===== config.mk =====
export PLATFORM = sky130hd
export DESIGN_NAME = am386sx_bus_ctl
export DESIGN_NICKNAME = d
export VERILOG_FILES = /design/src/rtl/am386sx_pkg.sv /design/src/rtl/am386sx_reset_gen.sv /design/src/rtl/am386sx_bus_ctl.sv
export SDC_FILE = /design/constraint.sdc
export NUM_CORES = 1
export LEC_CHECK = 0
export CAP_MARGIN = 20
export CORE_ASPECT_RATIO = 0.6
export CORE_MARGIN = 1.5
export CORE_UTILIZATION = 45
export DETAILED_ROUTE_END_ITERATION = 8
export PLACE_DENSITY = 0.83
export SLEW_MARGIN = 20
export SYNTH_ARGS = -nofsm -noshare
export SYNTH_HDL_FRONTEND = slang
export SYNTH_SLANG_ARGS = --single-unit

===== constraint.sdc =====
create_clock -name clk -period 3.4 [get_ports clk]
set_input_delay 0.51 -clock clk [delete_from_list [all_inputs] [get_ports clk]]
set_output_delay 0.51 -clock clk [all_outputs]
set_load 0.005 [all_outputs]

===== src/rtl/am386sx_pkg.sv =====
// Shared definitions for the Am386SX bus-cycle responder.
// Holds the {M/IO#,D/C#,W/R#} cycle codes, the FSM state encoding and the CLK2 phase values.
// Pure declarations; no logic and no ports.
package am386sx_pkg;

    // Bus-cycle definition codes as presented on {M/IO#, D/C#, W/R#}
    localparam logic [2:0] CYC_INTA  = 3'b000;
    localparam logic [2:0] CYC_IORD  = 3'b010;
    localparam logic [2:0] CYC_IOWR  = 3'b011;
    localparam logic [2:0] CYC_HALT  = 3'b101;
    localparam logic [2:0] CYC_MEMRD = 3'b110;
    localparam logic [2:0] CYC_MEMWR = 3'b111;

    // Value of the phase output during each half of a bus state
    localparam logic PH1 = 1'b0;
    localparam logic PH2 = 1'b1;

    typedef enum logic [2:0] {
        ST_IDLE,
        ST_T2,
        ST_REQ,
        ST_RSP,
        ST_WS,
        ST_RDY
    } bus_state_t;

    // Halt/shutdown and interrupt-acknowledge are answered without the backend
    function automatic logic cyc_is_local(input logic [2:0] code);
        return (code == CYC_HALT) || (code == CYC_INTA);
    endfunction

endpackage


===== src/rtl/am386sx_reset_gen.sv =====
// CPU reset sequencer and CLK2 phase tracker.
// Ports: clk/reset in; cpu_reset (386 RESET pin) and phase (0 = phase 1, 1 = phase 2) out.
// cpu_reset is held RESET_CLKS clocks after reset falls, then drops on the edge that sets phase=1.
module am386sx_reset_gen
    import am386sx_pkg::*;
#(
    parameter int RESET_CLKS = 32
) (
    input  logic clk,
    input  logic reset,
    output logic cpu_reset,
    output logic phase
);

    localparam int CW = $clog2(RESET_CLKS + 1);
    localparam logic [CW-1:0] LAST = CW'(RESET_CLKS - 1);

    logic [CW-1:0] r_cnt;
    logic          r_cpu_reset;
    logic          r_phase;

    // The 386 samples the falling edge of RESET to pick its internal phase, so the
    // first CLK2 after cpu_reset falls must be seen by the CPU as its phase 1.
    always_ff @(posedge clk or posedge reset) begin
        if (reset) begin
            r_cnt       <= '0;
            r_cpu_reset <= 1'b1;
            r_phase     <= PH1;
        end else if (r_cpu_reset) begin
            if (r_cnt == LAST) begin
                r_cpu_reset <= 1'b0;
                r_phase     <= PH2;
            end else begin
                r_cnt <= r_cnt + CW'(1);
            end
        end else begin
            r_phase <= ~r_phase;
        end
    end

    assign cpu_reset = r_cpu_reset;
    assign phase     = r_phase;

endmodule


===== src/rtl/am386sx_bus_ctl.sv =====
// Am386SX bus-cycle responder: latches ADS#-qualified cycles, forwards memory/IO to a valid/ready backend.
// Ports: CPU pins (ADS#, status, A[23:1], D, READY#, NA#, RESET), backend req_*/rsp_*, phase, status_led.
// Every cycle ends with one bus state of READY#; halt and INTA are answered locally; backend silence times out.
module am386sx_bus_ctl
    import am386sx_pkg::*;
#(
    parameter int         RESET_CLKS  = 32,
    parameter int         WAIT_STATES = 0,
    parameter int         TIMEOUT_BS  = 15,
    parameter logic [7:0] INTA_VEC    = 8'h08
) (
    input  logic        clk,
    input  logic        reset,
    output logic        cpu_reset,
    input  logic        cpu_ads_n,
    input  logic        cpu_mio,
    input  logic        cpu_dc,
    input  logic        cpu_wr,
    input  logic        cpu_bhe_n,
    input  logic        cpu_ble_n,
    input  logic [22:0] cpu_addr,
    input  logic [15:0] cpu_data_i,
    output logic [15:0] cpu_data_o,
    output logic        cpu_data_oe,
    output logic        cpu_ready_n,
    output logic        cpu_na_n,
    output logic        phase,
    output logic        req_valid,
    input  logic        req_ready,
    output logic        req_io,
    output logic        req_wr,
    output logic [23:0] req_addr,
    output logic [1:0]  req_be,
    output logic [15:0] req_wdata,
    input  logic        rsp_valid,
    input  logic [15:0] rsp_rdata,
    output logic [7:0]  status_led
);

    localparam logic [2:0] WS_N   = 3'(WAIT_STATES);
    localparam logic [2:0] WS_M1  = WS_N - 3'd1;
    localparam logic [7:0] TO_BS  = 8'(TIMEOUT_BS);

    bus_state_t  r_state;
    logic [2:0]  r_code;
    logic [23:0] r_req_addr;
    logic [1:0]  r_req_be;
    logic        r_req_io;
    logic        r_req_wr;
    logic [15:0] r_req_wdata;
    logic        r_req_valid;
    logic        r_ready_n;
    logic [15:0] r_data_o;
    logic        r_data_oe;
    logic [7:0]  r_bs_cnt;
    logic [2:0]  r_ws_cnt;
    logic        r_inta_2nd;
    logic [3:0]  r_led;

    logic w_phase;
    logic w_mid_edge;   // edge inside a bus state: READY# changes here so it is stable at sampling
    logic w_end_edge;   // edge closing a bus state: the CPU samples ADS#/READY# here
    logic w_rsp_take;

    am386sx_reset_gen #(
        .RESET_CLKS (RESET_CLKS)
    ) u_reset_gen (
        .clk       (clk),
        .reset     (reset),
        .cpu_reset (cpu_reset),
        .phase     (w_phase)
    );

    assign w_mid_edge = (w_phase == PH1);
    assign w_end_edge = (w_phase == PH2);
    // A response only counts once the request has been (or is being) accepted
    assign w_rsp_take = rsp_valid &&
                        (((r_state == ST_REQ) && req_ready) || (r_state == ST_RSP));

    always_ff @(posedge clk or posedge reset) begin
        if (reset) begin
            r_state     <= ST_IDLE;
            r_code      <= '0;
            r_req_addr  <= '0;
            r_req_be    <= '0;
            r_req_io    <= 1'b0;
            r_req_wr    <= 1'b0;
            r_req_wdata <= '0;
            r_req_valid <= 1'b0;
            r_ready_n   <= 1'b1;
            r_data_o    <= '0;
            r_data_oe   <= 1'b0;
            r_bs_cnt    <= '0;
            r_ws_cnt    <= '0;
            r_inta_2nd  <= 1'b0;
            r_led       <= '0;
        end else begin
            case (r_state)
                ST_IDLE: begin
                    if (w_end_edge && !cpu_ads_n) begin
                        r_code     <= {cpu_mio, cpu_dc, cpu_wr};
                        r_req_addr <= {cpu_addr, 1'b0};
                        r_req_be   <= {~cpu_bhe_n, ~cpu_ble_n};
                        r_req_io   <= ~cpu_mio;
                        r_req_wr   <= cpu_wr;
                        r_state    <= ST_T2;
                    end
                end

                ST_T2: begin
                    if (cyc_is_local(r_code)) begin
                        // Local cycles drive READY# within the first T2
                        if (w_mid_edge) begin
                            r_state   <= ST_RDY;
                            r_ready_n <= 1'b0;
                            r_data_oe <= ~r_req_wr;
                            r_data_o  <= (r_code == CYC_INTA && r_inta_2nd) ?
                                         {8'h00, INTA_VEC} : 16'h0000;
                            if (r_code == CYC_INTA)
                                r_inta_2nd <= ~r_inta_2nd;
                        end
                    end else if (w_end_edge) begin
                        // Write data is valid on the pins by the end of the first T2
                        r_req_wdata <= cpu_data_i;
                        r_req_valid <= 1'b1;
                        r_bs_cnt    <= '0;
                        r_state     <= ST_REQ;
                    end
                end

                ST_REQ, ST_RSP: begin
                    if (w_rsp_take) begin
                        r_req_valid <= 1'b0;
                        r_data_o    <= rsp_rdata;
                        if (w_mid_edge && WS_N == 3'd0) begin
                            r_state   <= ST_RDY;
                            r_ready_n <= 1'b0;
                            r_data_oe <= ~r_req_wr;
                        end else begin
                            // Count remaining mid-state edges before READY# may assert
                            r_state  <= ST_WS;
                            r_ws_cnt <= w_mid_edge ? WS_M1 : WS_N;
                        end
                    end else if (w_mid_edge && r_bs_cnt >= TO_BS) begin
                        r_req_valid <= 1'b0;
                        r_data_o    <= 16'hFFFF;
                        r_ready_n   <= 1'b0;
                        r_data_oe   <= ~r_req_wr;
                        r_led[3]    <= 1'b1;
                        r_state     <= ST_RDY;
                    end else begin
                        if (r_state == ST_REQ && req_ready) begin
                            r_req_valid <= 1'b0;
                            r_state     <= ST_RSP;
                        end
                        if (w_end_edge)
                            r_bs_cnt <= r_bs_cnt + 8'd1;
                    end
                end

                ST_WS: begin
                    if (w_mid_edge) begin
                        if (r_ws_cnt == 3'd0) begin
                            r_state   <= ST_RDY;
                            r_ready_n <= 1'b0;
                            r_data_oe <= ~r_req_wr;
                        end else begin
                            r_ws_cnt <= r_ws_cnt - 3'd1;
                        end
                    end
                end

                ST_RDY: begin
                    // Entered on a mid-state edge, so the next one is exactly 2 clk later
                    if (w_mid_edge) begin
                        r_state   <= ST_IDLE;
                        r_ready_n <= 1'b1;
                        r_data_oe <= 1'b0;
                        r_led[0]  <= ~r_led[0];
                        r_led[1]  <= r_req_wr;
                        r_led[2]  <= r_req_io;
                    end
                end

                default: r_state <= ST_IDLE;
            endcase
        end
    end

    assign phase       = w_phase;
    assign cpu_na_n    = 1'b1;
    assign cpu_ready_n = r_ready_n;
    assign cpu_data_o  = r_data_o;
    assign cpu_data_oe = r_data_oe;
    assign req_valid   = r_req_valid;
    assign req_io      = r_req_io;
    assign req_wr      = r_req_wr;
    assign req_addr    = r_req_addr;
    assign req_be      = r_req_be;
    assign req_wdata   = r_req_wdata;
    assign status_led  = {4'b0000, r_led};

endmodule


# ---- After elaboration in Yosys (flattened, before gate mapping)
# Cells that the tools add are included.
dict set report totals {
  reg_bits 92
  word_cells 140
  out_inout_bits 74
  input_bits 65
}
dict set report classes {
  n_bitwise 10
  n_mux 55
  eq_ne 25
  magnitude_cmp 1
  addsub 3
  n_reduce_logical 27
}
# operator n
set ops {}
lappend ops {{$mux W16} 4}
lappend ops {{$mux W3} 14}
lappend ops {{$mux W8} 5}
lappend ops {{$pmux W16 S2} 1}
lappend ops {{$mux W1} 24}
lappend ops {{$ne A2 B2 Y1 const B} 12}
lappend ops {{$pmux W8 S2} 1}
lappend ops {{$pmux W3 S5} 1}
lappend ops {{$reduce_and A4 Y1} 3}
lappend ops {{$reduce_and A6 Y1} 2}
lappend ops {{$not A1 Y1} 10}
lappend ops {{$eq A3 B3 Y1 const B} 3}
lappend ops {{$logic_not A3 Y1} 3}
lappend ops {{$add A8 B1 Y8 const B} 1}
lappend ops {{$ge A8 B4 Y1 const B} 1}
lappend ops {{$pmux W1 S4} 2}
lappend ops {{$reduce_and A7 Y1} 1}
lappend ops {{$add A6 B1 Y6 const B} 1}
lappend ops {{$eq A3 B2 Y1 const B} 2}
lappend ops {{$eq A6 B5 Y1 const B} 1}
lappend ops {{$ne A3 B3 Y1 const B} 2}
lappend ops {{$pmux W3 S2} 1}
lappend ops {{$reduce_and A2 Y1} 3}
lappend ops {{$reduce_and A3 Y1} 2}
lappend ops {{14 further kinds} 21}

# ---- Depth between registers and ports, before layout
dict set report logic_depth {
  word_depth 6
  mapped_depth 9
  depth_no_buf 7
}

# ---- Modules after synthesis
# From an unflattened synthesis, not the netlist that was laid out.
dict set report hier_totals {
  hier_cells 396
  area_unflattened_um2 4279.1
}
# module instances area_each_um2 cells_per_inst seq_area_each_um2
set by_module_without_submodules {}
lappend by_module_without_submodules {am386sx_bus_ctl 1 3903.7 363 2078.2}
lappend by_module_without_submodules {am386sx_reset_gen 1 375.4 33 201.4}

# ---- Worst setup path before layout
# Ideal clock, no wire load.
dict set report synth_timing {
  path_type {flip-flop to flip-flop}
  startpoint {reg r_state[2]}
  endpoint {reg r_state[2]}
  path_buffers 2
  period_less_slack_ns 1.924
  required_time_ns 3.275
  setup_slack_ns 1.476
  setup_ns 0.125
  stages_incl_launch_ff 10
  arrival_time_ns 1.799
  cell_sequence {dfrtp_1 buf_2 inv_1 ha_1 clkbuf_1 or2_2 nand2_1 o22a_1 o21ai_0 mux2_2}
}
dict set report synth_between {
  elab_chain_len 6
  word_cells_on_any_way 20
  classes_between {eq/ne (12); mux (2); reduce/logical (6)}
}
# item line
set synth_rtl {}
lappend synth_rtl {{start: declaration} am386sx_bus_ctl.sv:44} ;# bus_state_t r_state;
lappend synth_rtl {{start signal: assignment} am386sx_bus_ctl.sv:82} ;# r_state <= ST_IDLE;
lappend synth_rtl {{start signal: assignment} am386sx_bus_ctl.sv:106} ;# r_state <= ST_T2;
lappend synth_rtl {{start signal: assignment} am386sx_bus_ctl.sv:114} ;# r_state <= ST_RDY;
lappend synth_rtl {{$eq A3 B2 Y1} {am386sx_bus_ctl.sv:78, am386sx_bus_ctl.sv:98, am386sx_bus_ctl.sv:152}}
lappend synth_rtl {{$logic_and A1 B1 Y1} {am386sx_bus_ctl.sv:78, am386sx_bus_ctl.sv:152}}
lappend synth_rtl {{$logic_or A1 B1 Y1} am386sx_bus_ctl.sv:78} ;# (((r_state == ST_REQ) && req_ready) || (r_state == ST_RSP));
lappend synth_rtl {{$logic_and A1 B1 Y1} am386sx_bus_ctl.sv:77} ;# assign w_rsp_take = rsp_valid &&
lappend synth_rtl {{$ne A4 B4 Y1 (no source line) or $mux W3 (tied branches)} --}
lappend synth_rtl {{$reduce_and A7 Y1 (no source line) or $pmux W3 S5 (tied branches)} --}
# Parallel ways exist; a longest one is shown, timed or not.
# A chain may end at the register's enable or synchronous reset.

# ---- Worst setup path in the final report
dict set report layout_timing {
  startpoint {reg r_state[1]}
  endpoint {reg r_state[1]}
}
# Same word-level chain as after synthesis.

==> impl_metrics.py <==
metrics = {
    "clock_network": {
        "cts-hold-fix-buffers": 0,
        "clk_pin_slew_ns": 0.07,
        "root_buffer": "clkbuf_16",
        "clkSinkCount": 91,
        "clk_latency_ns": 0.34,
        "cts_tree": "yes",
        "htree_levels": 3,
        "cts_setup_buffers": 0,
        "cts.repair.resized": 0,
        "numCtsBuffers": 9,
        "clockBufferDepth": 2,
    },
    "power_and_ir_drop": {
        "finalPower_mw": 5.25,
        "p_int_mw": 3.60,
        "ir_drop_mv": 0.523,
        "p_per_area_nw_per_um2": 896,
        "p_sw_frac": 0.314,
        "p_clk_frac": 0.223,
        "switchingPower_mw": 1.64,
        "leakage_nw": 2.46,
        "seq_power_share": 0.350,
        "power_frac_comb": 0.426,
    },
    "worst_setup_path": {
        "arrival_ns": 2.58,
        "critPathRequiredTime_ns": 3.62,
        "cp_cell_sequence": "ha_1 -> o21ai_1 -> a311oi_1 -> nand4b_1 -> mux2_2",
        "critPathMaxStageDelay_ns": 0.68,
        "critPathSlowestCell": "dfrtp_1",
        "critPathKind": "reg -> reg",
        "cp.buffers_inverters": 0,
        "startpoint_type": "register",
        "crit_path_end_kind": "register",
        "crit_path_max_fanout": 15,
        "cp_top_family": "flip-flops",
    },
    "yosys": {
        "yosysWarningCount": 0,
        "yosysTopAreaCell": "dfrtp_1",
        "synth_edf_count": 0,
        "synth_top_family_by_area": "multiplexers",
        "ys_types": 56,
        "syn_avg_cell_area_um2": 11.5,
        "async_flop_share": 1.00,
        "netlist_top_cells_count": "dfrtp_1, mux2_2, o21ai_0, nand2_1, nor2_1",
        "synth_most_common_cell": "dfrtp_1",
        "synth_mux_area_frac": 0.139,
        "ys_ff_latch": 91,
        "syn_area_um2": 4130,
        "synth_compound_area_frac": 0.122,
        "synthTopCellsByArea": "dfrtp_1, mux2_2, o21ai_0",
        "synthAdderAreaFrac": 0.0182,
        "syn-instance-count": 358,
        "synth_xor_area_frac": 0.0191,
        "seq_area_frac_synth": 0.552,
        "netlist.area_leader.share": 0.539,
        "synth_simple_gate_area_frac": 0.102,
        "ys.flop_type": "dfrtp_1",
    },
    "cells_and_area": {
        "drive_gt1_frac": 0.182,
        "diodes": 0,
        "stdcell_area_um2": 5850,
        "stdcell_count": 601,
        "syn_to_final_growth_pct": 41.7,
        "nets": 555,
    },
    "detailed_routing": {
        "num_vias": 3233,
        "drtIter0Drc": 192,
        "postRouteAntennaNets": 0,
        "vias_per_cell": 5.38,
        "wl_per_cell_um": 16.4,
        "firstDrtPassIters": 4,
        "drc": 0,
        "routed_wl_um": 9850,
    },
    "global_route": {
        "grt_pass1_wl_um": 16300,
        "grt_pass1_vias": 3225,
        "antenna_found_initial": 0,
        "grt_max_degree": 35,
        "grtUsageTotal": 0.213,
        "gr-total-overflow": 0,
    },
    "die": {
        "core_area_um2": 8720,
        "die-area_um2": 9790,
        "die_w_um": 127,
        "start_util": 0.474,
        "ios": 139,
        "die_h_um": 77.2,
        "rows": 26,
    },
    "sta": {
        "tightest_slew_ns": 0.577,
        "period_share": 0.693,
        "hold_violations": 0,
        "holdWs_ns": 0.463,
        "final.setup.tns_ns": 0,
        "maxSlewViolCount": 0,
        "clock.fmax_mhz": 424,
        "period_needed_ns": 2.36,
        "setup_viol_count_final": 0,
        "finClkSkew_ns": 0.00635,
        "max_slew_margin": 0.615,
        "rsz0062_at_grt": "no",
    },
    "placement": {
        "io_buffers": 132,
        "placed_area_um2": 5490,
        "place.detailed.hpwl_um": 7280,
        "gp_congestion": 0.916,
        "dpl.cell_count": 585,
    },
    "hold_path": {
        "hold_class": "reg -> reg",
    },
    "status": {
        "status": "finished clean",
    },
    "run": {
        "max_cap_violations": 0,
    },
}
layout by cell type, fill, tap and decap left out, drive strengths merged, types with 4 or more instances in the layout:
cell type / instances
xor2: 6
buf: 6
conb: 6
nor3: 4
o21ai: 53
nand3: 5
clkbuf: 11
a21oi: 12
ha: 6
dfrtp: 89
mux2: 50
or3: 4
inv: 8
nor2: 15
nand2: 28
clkdlybuf4s50: 132
path summary, 6_finish.rpt:
path	startpoint	slack, ns	endpoint	cells past startpoint
min in group asynchronous	reset	0.54	req_wdata[6]	2
worst min-delay path	r_led[3]	0.46	r_led[3]	1
worst max register to register	r_state[1]	1.04	r_state[1]	5
worst max-delay path	r_state[1]	1.04	r_state[1]	5
worst min register to register	r_led[3]	0.46	r_led[3]	1
max in group asynchronous	reset	2.03	u_reset_gen.cpu_reset	3
power by group through the flow:
stage,sequential [mW],clock [mW],combinational [mW]
finish,1.84,1.17,2.24
global route,1.91,1.24,2.45
CTS,1.84,1.20,2.26
detailed placement,1.85,0,2.25
global placement,1.82,0,2.17
floorplan,1.81,0,1.25
metrics by stage:
step                      utilization  worst slack [ns]
after CTS                       0.671              1.05
after floorplan                     -             0.530
after global routing            0.671             0.880
final                           0.671              1.04
after global placement          0.630              1.02
after detailed placement        0.630             0.904
logic make-up after synthesis:
| logic type | after synthesis |
|---|---|
| xor+xnor | 9 |
| other cells | 2 |
| flops | 91 |
| simple gates | 78 |
| buf+inv | 35 |
| compound gates | 86 |
| fa+ha+maj | 6 |
| mux | 51 |
routing by layer:
metal | GRT usage | vias to the layer above | share of wire | wire [um]
li1 | - | 1496 | - | -
met5 | 0 | - | 0 | 0
met1 | 0.280 | 1568 | 0.43 | 4210
met3 | 0.0914 | 9 | 0.11 | 1130
met2 | 0.324 | 160 | 0.45 | 4440
met4 | 0.0568 | 0 | 0.0081 | 80
final cells by class:
cell class,instances,area [um^2]
timing repair buffer,138,1370
fill,671,2860
inverter,8,31.3
clock buffer,11,253
tap,112,140
clock inverter,5,108
multi-input combinational,236,1680
sequential,91,2280
worst register-to-register path, stage by stage (launching register included):
cell and delay [ns]:
dfrtp_1 0.68, ha_1 0.40, o21ai_1 0.19, a311oi_1 0.37, nand4b_1 0.23, mux2_2 0.36
flip-flops by register name, summed over array words and instances, names as in the netlist:
signal,count
req_addr,23
r_bs_cnt,8
r_code,3
req_valid,1
r_ws_cnt,3
u_reset_gen.r_cnt,6
u_reset_gen.phase,1
r_inta_2nd,1
u_reset_gen.cpu_reset,1
req_wdata,16
req_io,1
cpu_data_o,16
r_led,4
cpu_ready_n,1
cpu_data_oe,1
req_be,2
r_state,3
Power figures use the tool's default switching activity.
==> patch 1, RTL diff (same flow settings) <==
Encoding of `bus_state_t`: now one-hot (6 bits for 6 states).
--- a/src/rtl/am386sx_pkg.sv
+++ b/src/rtl/am386sx_pkg.sv
@@ -15,13 +15,13 @@
     localparam logic PH1 = 1'b0;
     localparam logic PH2 = 1'b1;
 
-    typedef enum logic [2:0] {
-        ST_IDLE,
-        ST_T2,
-        ST_REQ,
-        ST_RSP,
-        ST_WS,
-        ST_RDY
+    typedef enum logic [5:0] {
+        ST_IDLE = 6'b000001,
+        ST_T2   = 6'b000010,
+        ST_REQ  = 6'b000100,
+        ST_RSP  = 6'b001000,
+        ST_WS   = 6'b010000,
+        ST_RDY  = 6'b100000
     } bus_state_t;
 
     // Halt/shutdown and interrupt-acknowledge are answered without the backend
Function: no difference found for any inputs over 10 cycles, from zero or initial values and one cycle with reset high; not proved beyond that.
==> patch 1 against the unedited design <==
- total power decreased by 13%
- count of clock-buffer cells in the layout fell by 2
- final area up 3.1%
- area after synthesis is 4.0% higher
- die area grew 3.8%
- sequential share of layout area increased by 0.10 points
- setup slack lost 0.026 ns
- sequential cell count up 3
- routed wire length up 2.9%
- fmax shrank 1.1%
- highest routed layer unchanged
==> patch 1: results (changes against the unedited design) <==
Hold path
  – Worst min-delay path class: reg -> reg
  – Endpoint, Worst Hold: r_led[0]
  – Hold Path Depth: 1 (unchanged)
  – Hold Crit Start: r_led[0]

Critical path
  – Delay-heaviest family, CP: compound AO/OA/AOI/OAI gates
  – Critical path's slowest cell: a2bb2oi_2
  – Worst-case reg-to-reg path depth: 4 (-1)
  – Reg-to-reg slack, setup: 1.02 ns (-0.03 ns)
  – Slowest Stage Delay on Critical Path: 0.58 ns (-0.10 ns)
  – Worst setup startpoint: r_state[5]
  – Worst setup path endpoint: cpu_data_o[4]
  – Reg-to-reg startpoint: r_state[5]
  – Crit path DAT: 2.57 ns (about the same)

Drt
  – Metal1 wirelength: 4.667 mm (+11%)
  – Routed vias/inst: 5.230 (-2.8%)
  – Top Layer Used: met4
  – Metal3 WL: 675 um (-40%)
  – DRT iter0 DRCs: 132 (-31%)
  – Total wire length: 10.14 mm (+2.9%)
  – Met2 Routed Length: 4.701 mm (+5.9%)
  – Drt pass-1 iters: 4 (unchanged)

Logic synthesis
  – Largest cells by area after synthesis: dfrtp_1 (53%), mux2_2 (13%), nand2_1 (3.2%)
  – Sequential-to-total area share from yosys stat: 54.83% (-0.33 points)
  – Synth unique cells: 57 (+1.8%)
  – Mux share of post-synthesis cell area: 12.58% (-1.3 points)
  – Post-synth top cells: dfrtp_1 (91), mux2_2 (48), nand2_1 (37), o21ai_0 (16), a2bb2oi_1 (15)
  – YS warnings: 0 (unchanged)
  – Ys async rst share: 100.0% (unchanged)
  – Compound-Gate Fraction of Synth Area: 12.43% (+0.20 points)
  – Post-Synth Adder-Cell Area: 1.165% (-0.65 points)
  – XOR/XNOR Fraction of Synth Area: 2.242% (+0.33 points)

Clock tree
  – Setup bufs post-CTS: 0 (unchanged)
  – Worst skew pair latency: 0.33 ns
  – Clock slew at reported path FFs: 0.06 ns
  – Clock Tree Buf Depth: 2 (unchanged)

Power and ir drop
  – Power after layout: 4.587 mW (-13%)
  – Peak supply drop: 0.4619 mV (-12%)
  – Net switching power: 1.256 mW (-24%)
  – LEAKAGE: 2.593 nW (+5.5%)
  – Comb power frac: 35.7% (-6.9 points)
  – Sequential power share: 39.5% (+4.5 points)

Cells and area
  – Diodes inserted: 0 (unchanged)
  – Layout Nets: 557 (+0.36%)
  – Layout cell share with drive strength beyond 1: 18.05% (-0.15 points)
  – Filler instances: 724 (+7.9%)

Placement
  – Routability cong.: 0.9076 (-0.87%)
  – Detailed placement HPWL: 7.532 mm (+3.5%)
  – PortBufs: 132 (unchanged)

GRT
  – Initial antenna violation count: 0 (unchanged)
  – Vias in the first global route: 3259 (+1.1%)
  – Tot GR Track Use: 20.88% (-0.42 points)
  – First-pass GRT wire length: 16.41 mm (+0.51%)
  – Largest net degree at the start of global routing: 50 (+43%)
  – Met2 usage: 33.09% (+0.68 points)
  – Grt met3 use: 6.739% (-2.4 points)
  – Met1 Use GR: 28.22% (+0.18 points)

Timing
  – Setup Skew: 0.004630 ns (-0.001721 ns)
  – Final setup vio count: 0 (unchanged)
  – Slew headroom: 55.10% (-6.4 points)

Run status
  – Status: completed
==> patch 1: stage by stage <==
step / setup slack, ns / std cells / area (um^2) / utilization, % / hold slack, ns
final: 1.017 / 623 / 6035 / 65.43 / 0.4781
after global routing: 0.8477 / 623 / 6035 / 65.43 / 0.4995
after CTS: 1.027 / 623 / 6035 / 65.43 / 0.4836
after detailed placement: 0.9057 / 607 / 5688 / 61.67 / 0.4614
after global placement: 0.9467 / 607 / 5688 / 61.67 / 0.4564
after floorplan: 0.4463 / 362 / 4312 / - / 0.4419
==> patch 1: area by class of cell <==
class                           instances  area, um^2  share of cell area [%]
Multi-Input combinational cell        238        1770                   29.34
Sequential cell                        94        2356                   39.04
Clock buffer                            9       225.2                   3.732
Inverter                                6       25.02                  0.4147
Tap cell                              130       162.7                   2.695
Clock inverter                          7       121.4                   2.011
Timing Repair Buffer                  139        1374                   22.77
==> patch 2, RTL diff (same flow settings) <==
Made on the original files. `RESET_CLKS` is set to 32 in 2 places; all go to 64.
--- a/src/rtl/am386sx_reset_gen.sv
+++ b/src/rtl/am386sx_reset_gen.sv
@@ -4,7 +4,7 @@
 module am386sx_reset_gen
     import am386sx_pkg::*;
 #(
-    parameter int RESET_CLKS = 32
+    parameter int RESET_CLKS = 64
 ) (
     input  logic clk,
     input  logic reset,
--- a/src/rtl/am386sx_bus_ctl.sv
+++ b/src/rtl/am386sx_bus_ctl.sv
@@ -4,7 +4,7 @@
 module am386sx_bus_ctl
     import am386sx_pkg::*;
 #(
-    parameter int         RESET_CLKS  = 32,
+    parameter int         RESET_CLKS  = 64,
     parameter int         WAIT_STATES = 0,
     parameter int         TIMEOUT_BS  = 15,
     parameter logic [7:0] INTA_VEC    = 8'h08
Function: no difference found for any inputs over 10 cycles, from zero or initial values and one cycle with reset high; that may be too few to reach the edited logic, so the function may still have changed.
==> patch 2 against the unedited design <==
- critical path depth increased by 1
- total power down 8.0%
- sequential share of layout area increased by 0.23 points
- sequential cell count increased by 1
- die area grew 1.4%
- setup slack lost 0.55 ns
- core utilization is 2.6 points lower
- final area grew 0.51%
- routed wire length up 1.1%
- area after synthesis is 1.5% higher
==> patch 2: results (changes against the unedited design) <==
Run status
  – Status: completed

Critical path
  – Worst-path maximum fanout: 17 (+2)
  – Reg-to-reg slack, setup: 0.50 ns (-0.55 ns)
  – Crit path DAT: 3.13 ns (+0.55 ns)

Logic synthesis
  – Ys async rst share: 100.0% (unchanged)
  – Cell count after synthesis: 368 (+2.8%)
  – Largest cells by area after synthesis: dfrtp_1 (54%), mux2_2 (12%), o21ai_0 (5.6%)
  – Sequential-to-total area share from yosys stat: 54.95% (-0.21 points)
  – YS warnings: 0 (unchanged)
  – Synth unique cells: 57 (+1.8%)
  – Post-synth top cells: dfrtp_1 (90), o21ai_0 (47), mux2_2 (45), nand2_1 (33), inv_1 (12)

Clock tree
  – Clock Tree Buf Depth: 2 (unchanged)
  – Clock slew at reported path FFs: 0.07 ns (about the same)
  – TritonCTS Buffers: 9 (unchanged)
  – H-tree depth: 3 (unchanged)
  – Root Driver: clkbuf_16
  – Worst skew pair latency: 0.34 ns (about the same)
  – Setup bufs post-CTS: 0 (unchanged)

Cells and area
  – Layout cell share with drive strength beyond 1: 15.94% (-2.3 points)
  – Diodes inserted: 0 (unchanged)
  – Layout Nets: 568 (+2.3%)
  – Area growth from synthesis to layout: 40.30%
  – Largest register FFs: 23 (unchanged)
  – Final std cells w/o fill: 618 (+2.8%)

GRT
  – First-pass GRT wire length: 16.63 mm (+1.9%)
  – GR peak layer: met2
  – Met1 Use GR: 27.64% (-0.39 points)
  – Largest net degree at the start of global routing: 46 (+31%)
  – Vias in the first global route: 3424 (+6.2%)
  – Tot GR Track Use: 21.00% (-0.30 points)
  – Met2 usage: 33.73% (+1.3 points)
  – Grt met3 use: 7.862% (-1.3 points)

Timing
  – Setup Skew: 0.009856 ns (+0.003504 ns)
  – Slew headroom: 49.72% (-12 points)

Drt
  – Vias post-DR: 3344 (+3.4%)
  – Drt pass-1 iters: 5 (+1)
  – DRT iter0 DRCs: 227 (+18%)
  – WL per Instance: 16.11 um (-1.7%)

Power and ir drop
  – LEAKAGE: 2.468 nW (+0.34%)
  – Peak supply drop: 0.3898 mV (-25%)

Job
  – Max-cap violations: 0 (unchanged)

Placement
  – PortBufs: 132 (unchanged)
  – Detailed placement HPWL: 7.248 mm (-0.45%)
  – Placed Area: 0.005585 mm^2 (+1.7%)
  – Routability cong.: 0.9262 (+1.2%)
  – Placed cells: 602 (+2.9%)

Hold path
  – Worst min-delay path class: reg -> reg
patch 2: per-stage QoR:
stage	setup WS (ns)	hold slack (ns)
global placement	0.7211	0.4551
global route	0.3277	0.4876
floorplan	0.5013	0.4381
detailed placement	0.5966	0.4625
finish	0.4956	0.4725
CTS	0.5733	0.4760
patch 2: report_power, final:
part	internal (mW)	switching, mW	total (mW)
Sequential	1.50	0.275	1.77
Combinational	1.23	0.821	2.05
Clock	0.575	0.429	1.00
patch 2: critical path, stage by stage, from the launching register on:
cell,delay [ns]
dfrtp_1,0.52
inv_1,0.19
ha_1,0.56
o21ai_1,0.28
a311oi_1,0.67
a211o_1,0.23
mux2_2,0.34
patch 2: per-layer routing:
metal | up-vias | routed length [um]
met2 | 137 | 4683
li1 | 1549 | -
met3 | 13 | 909
met1 | 1645 | 4290
met4 | 0 | 75
met5 | - | 0
patch 2: cell families after synthesis:
kind of cell,Yosys count,synth area share (%)
DFF,92,54.95
and+or+nand+nor,87,10.71
AOI/OAI and AO/OA,86,12.77
muxes,47,12.56
buffers and inverters,35,4.147
xor gates and xnor gates,13,2.894
adders and majority gates,6,1.790
other,2,0.1791
patch 2: layout make-up:
type                            count  area, um^2
Inverter                           12       46.29
Clock inverter                      6       70.07
Clock buffer                       10       229.0
Timing Repair Buffer              137        1359
Tap cell                          116       145.1
Multi-Input combinational cell    245        1730
Sequential cell                    92        2305
Fill cell                         712        3237
patch 2: final timing paths:
path | start | to | depth (start not counted)
worst max register to register | r_state[2] | r_state[2] | 6
worst min-delay path | r_led[3] | r_led[3] | 1
worst min register to register | r_led[3] | r_led[3] | 1
max in group asynchronous | reset | req_wdata[4] | 3
worst max-delay path | r_state[2] | r_state[2] | 6
min in group asynchronous | reset | req_addr[5] | 2
